--- src/rtl/mem_port_arbiter.sv ---
module mem_port_arbiter #(
  parameter int ADDR_W     = 32,
  parameter int DATA_W     = 32,
  parameter int MEM_LAT    = 2,
  parameter int STARVE_MAX = 4
) (
  input  logic                clk,
  input  logic                reset,
  input  logic                if_req,
  input  logic [ADDR_W-1:0]   if_addr,
  output logic                if_gnt,
  output logic                if_rvalid,
  output logic [DATA_W-1:0]   if_rdata,
  input  logic                ls_req,
  input  logic                ls_we,
  input  logic [ADDR_W-1:0]   ls_addr,
  input  logic [DATA_W-1:0]   ls_wdata,
  input  logic [DATA_W/8-1:0] ls_be,
  output logic                ls_gnt,
  output logic                ls_rvalid,
  output logic [DATA_W-1:0]   ls_rdata,
  output logic                mem_en,
  output logic                mem_we,
  output logic [ADDR_W-1:0]   mem_addr,
  output logic [DATA_W-1:0]   mem_wdata,
  output logic [DATA_W/8-1:0] mem_be,
  input  logic [DATA_W-1:0]   mem_rdata,
  output logic                arb_stall
);

  typedef enum logic [1:0] {IDLE, RD_IF, RD_LS} state_e;

  localparam logic [2:0] LAT_C    = 3'(MEM_LAT);
  localparam logic [2:0] STARVE_C = 3'(STARVE_MAX);

  state_e     state_q, state_d;
  logic [2:0] cnt_q, cnt_d;
  logic [2:0] starve_q, starve_d;

  logic port_free;
  logic pick_if;
  logic pick_ls;

  // Grants are gated by reset so nothing is accepted while reset is held.
  always_comb begin
    port_free = (state_q == IDLE) || (cnt_q == 3'd1);
    pick_ls   = ~reset && port_free && ls_req && (~if_req || (starve_q != STARVE_C));
    pick_if   = ~reset && port_free && if_req && ~pick_ls;
  end

  always_ff @(posedge clk or posedge reset) begin
    if (reset) begin
      state_q  <= IDLE;
      cnt_q    <= '0;
      starve_q <= '0;
    end else begin
      state_q  <= state_d;
      cnt_q    <= cnt_d;
      starve_q <= starve_d;
    end
  end

  always_comb begin
    state_d  = state_q;
    cnt_d    = cnt_q;
    starve_d = starve_q;
    if (state_q != IDLE) begin
      cnt_d = cnt_q - 3'd1;
      if (cnt_q == 3'd1) state_d = IDLE;
    end
    // A new read granted in the return cycle overrides the return to IDLE.
    if (pick_if) begin
      state_d = RD_IF;
      cnt_d   = LAT_C;
    end else if (pick_ls && !ls_we) begin
      state_d = RD_LS;
      cnt_d   = LAT_C;
    end
    if (pick_if) begin
      starve_d = '0;
    end else if (pick_ls && if_req && (starve_q != STARVE_C)) begin
      starve_d = starve_q + 3'd1;
    end
  end

  always_comb begin
    if_gnt    = pick_if;
    ls_gnt    = pick_ls;
    mem_en    = pick_if | pick_ls;
    mem_we    = pick_ls & ls_we;
    mem_addr  = pick_if ? if_addr : ls_addr;
    mem_wdata = ls_wdata;
    mem_be    = pick_if ? '1 : ls_be;
    if_rvalid = (state_q == RD_IF) && (cnt_q == 3'd1);
    ls_rvalid = (state_q == RD_LS) && (cnt_q == 3'd1);
    if_rdata  = mem_rdata;
    ls_rdata  = mem_rdata;
    arb_stall = if_req & ~pick_if;
  end

endmodule
--- config.mk ---
export PLATFORM = sky130hd
export DESIGN_NAME = mem_port_arbiter
export DESIGN_NICKNAME = d
export VERILOG_FILES = /design/src/rtl/mem_port_arbiter.sv
export SDC_FILE = /design/constraint.sdc
export NUM_CORES = 1
export LEC_CHECK = 0
export ABC_AREA = 1
export CORE_AREA = 2 2 106 108
export DETAILED_ROUTE_END_ITERATION = 7
export DIE_AREA = 0 0 108 110
export GPL_TIMING_DRIVEN = 0
export MAX_ROUTING_LAYER = met4
export PLACE_DENSITY_LB_ADDON = 0.3
export SYNTH_ARGS = -nofsm -noshare
export SYNTH_HDL_FRONTEND = slang
export SYNTH_SLANG_ARGS = --single-unit
--- constraint.sdc ---
create_clock -name clk -period 1.7 [get_ports clk]
set_clock_uncertainty 0.2 [all_clocks]
set_input_delay 0.255 -clock clk [delete_from_list [all_inputs] [get_ports clk]]
set_output_delay 0.255 -clock clk [all_outputs]
set_load 0.05 [all_outputs]
==> flow_summary.json <==
{
  "seq_area_frac_synth_pct": 11.6,
  "hold_path.class": "input port to asynchronous set/reset pin",
  "grt.total_usage_pct": 11.6,
  "syn_area_um2": 1730,
  "maxCapViolCount": 0,
  "grt_pass1_wl_um": 10700,
  "setup_viol": 45,
  "criticalPathCategory": "flop to output port",
  "postPlaceCellArea_um2": 4360,
  "startpoint_type": "flop",
  "wire_per_inst_um": 12.3,
  "cts_root_buffer": "clkbuf_8",
  "period_needed_ns": 2.18,
  "drc": 0,
  "power.leakage_uw": 0.00232,
  "clk_pin_slew_ns": 0.04,
  "io_pins": 276,
  "yosysUniqueCellTypes": 21,
  "async_flop_share_pct": 100,
  "synthFlopType": "dfrtp_1",
  "synth-seq-cells": 8,
  "layout.nets": 640,
  "finalHoldViolCount": 0,
  "tightest_slew_ns": 0.531,
  "drive_gt1_share_pct": 50.3,
  "die_w_um": 108,
  "status": "complete, but fails checks",
  "grt_max_degree": 11,
  "final_area_um2": 4860,
  "irDropWorstVdd_uv": 478,
  "initial_core_util_pct": 16.2,
  "final_cell_mix": "clkdlybuf4s50_1, buf_4, nand2_1, nand2_4, buf_8",
  "dieArea_um2": 11900,
  "worstSkewPairLatency_ns": 0.23,
  "htreeDepth": 1,
  "rows": 38,
  "ant_nets": 0,
  "syn-num-nets": 412,
  "path_max_fanout": 6,
  "yosysWarnings": 0,
  "vias": 2339,
  "cts_sinks": 8,
  "cp.arrival_ns": 1.73,
  "coreArea_um2": 10700,
  "dp.cells": 622,
  "tritoncts": "yes",
  "dr.first_iter.drc_count": 51,
  "final_max_slew_viol_count": 0,
  "globalRouteOverflowTotal": 0,
  "grt_pass1_vias": 2176,
  "place_congestion": 0.732,
  "rsz0062_at_grt": "true",
  "antenna_found_initial": 0,
  "final_common_cell": "clkdlybuf4s50_1",
  "cts.path.max_buffers": 2,
  "place.port_buffers": 211,
  "dp_hpwl_um": 6730,
  "syn_inst": 271,
  "chipHeight_um": 110,
  "area_growth_pct": 181,
  "p_total_uw": 3760,
  "synth_edf_count": 0,
  "whs_ns": 0.244,
  "antenna_cells": 0,
  "relSlewSlack_pct": 64.5,
  "avgSynthCellArea_um2": 6.38,
  "violations": "setup timing",
  "p_per_area_nw_per_um2": 772,
  "numCtsBuffers": 3,
  "fill_cells": 1024,
  "setup_ws_ns": -0.481,
  "instances_no_fill": 637,
  "cp.required_ns": 1.24,
  "end_kind": "output port",
  "drt_first_pass_iters": 4,
  "fmax_ghz": 0.459,
  "wl_um": 7830,
  "timing.final.crit_share_pct": 128,
  "viasPerCell": 3.67
}
repair_timing:
action / in CTS / in global routing
setup endpoints to repair: 43 / 50
buffers inserted: 6 / 5
gates resized for setup: 330 / 46
pin swaps: 3 / 6
hold buffers: 0 / 0
gates cloned: 1 / 2
logic make-up after synthesis:
kind of cell    after synthesis  synth area share (%)
fa+ha+maj                     4                  2.89
compound gates                6                  1.95
xor+xnor                      2                  1.01
flops                         8                  11.6
simple gates                133                  33.6
buf+inv                     118                  49.0
final cells by class:
type | instances | area [µm²] | area share [%]
Timing Repair Buffer | 223 | 2400 | 49.4
Multi-Input combinational cell | 145 | 1150 | 23.7
Buffer | 104 | 828 | 17.0
Sequential cell | 8 | 200 | 4.12
Tap cell | 140 | 175 | 3.60
Inverter | 14 | 62.6 | 1.29
Clock buffer | 3 | 41.3 | 0.849
critical path, cell delays in order (launching register included):
cell and delay, ns:
dfrtp_1 0.42, ha_4 0.17, nand2_4 0.06, nand2_4 0.07, nand4_4 0.11, inv_4 0.11, buf_12 0.14, buf_8 0.13
nand2_2 0.06, nand2_4 0.06, buf_8 0.14
power by group:
group / switching, µW / total (µW) / internal [µW]
logic: 1820 / 3160 / 1340
registers: 89.0 / 365 / 276
clock network: 79.0 / 233 / 154
total: 1980 / 3760 / 1770
through the flow:
step	utilization, %	worst slack [ns]	setup TNS (ns)
final	45.5	-0.481	-18.00
after global routing	45.5	-0.558	-21.36
after CTS	43.4	-0.540	-20.48
after detailed placement	40.7	-1.36	-52.24
after global placement	40.7	-1.36	-52.03
after floorplan	-	-0.104	-2.77
sequential cells by signal, summed over array words and instances (netlist names):
register and cells:
cnt_q 3, starve_q 3, state_q 2
synthesized netlist by cell type, types with 3 or more instances:
cell     number  share of area, %
o21ai_0       4               1.2
nand3_1       5               1.4
buf_4        98                43
ha_1          4               2.9
inv_1        10               2.2
nand2_1     101                22
nor2_1        4              0.87
or2_1         4               1.4
inv_2         4              0.87
nand2_2      13               4.7
buf_6         3               2.0
dfrtp_1       8                12
layer usage:
metal | wire length, µm | up-vias | global-route usage (%)
li1 | - | 1175 | -
met1 | 2640 | 1043 | 12.0
met2 | 4410 | 112 | 22.6
met3 | 671 | 9 | 2.23
met4 | 114 | 0 | 2.75
met5 | 0 | - | -
path summary, 6_finish.rpt:
path	start	endpoint	slack, ns	cells past startpoint
min in group clk	cnt_q[1]	cnt_q[1]	0.37	2
worst max-delay path	cnt_q[0]	mem_addr[14]	-0.48	10
max in group asynchronous	reset	cnt_q[0]	0.92	3
worst min register to register	cnt_q[1]	cnt_q[1]	0.37	2
worst min-delay path	reset	state_q[0]	0.24	3
worst max register to register	cnt_q[0]	starve_q[1]	-0.11	9
No activity file was read; power rests on OpenSTA's default activity.
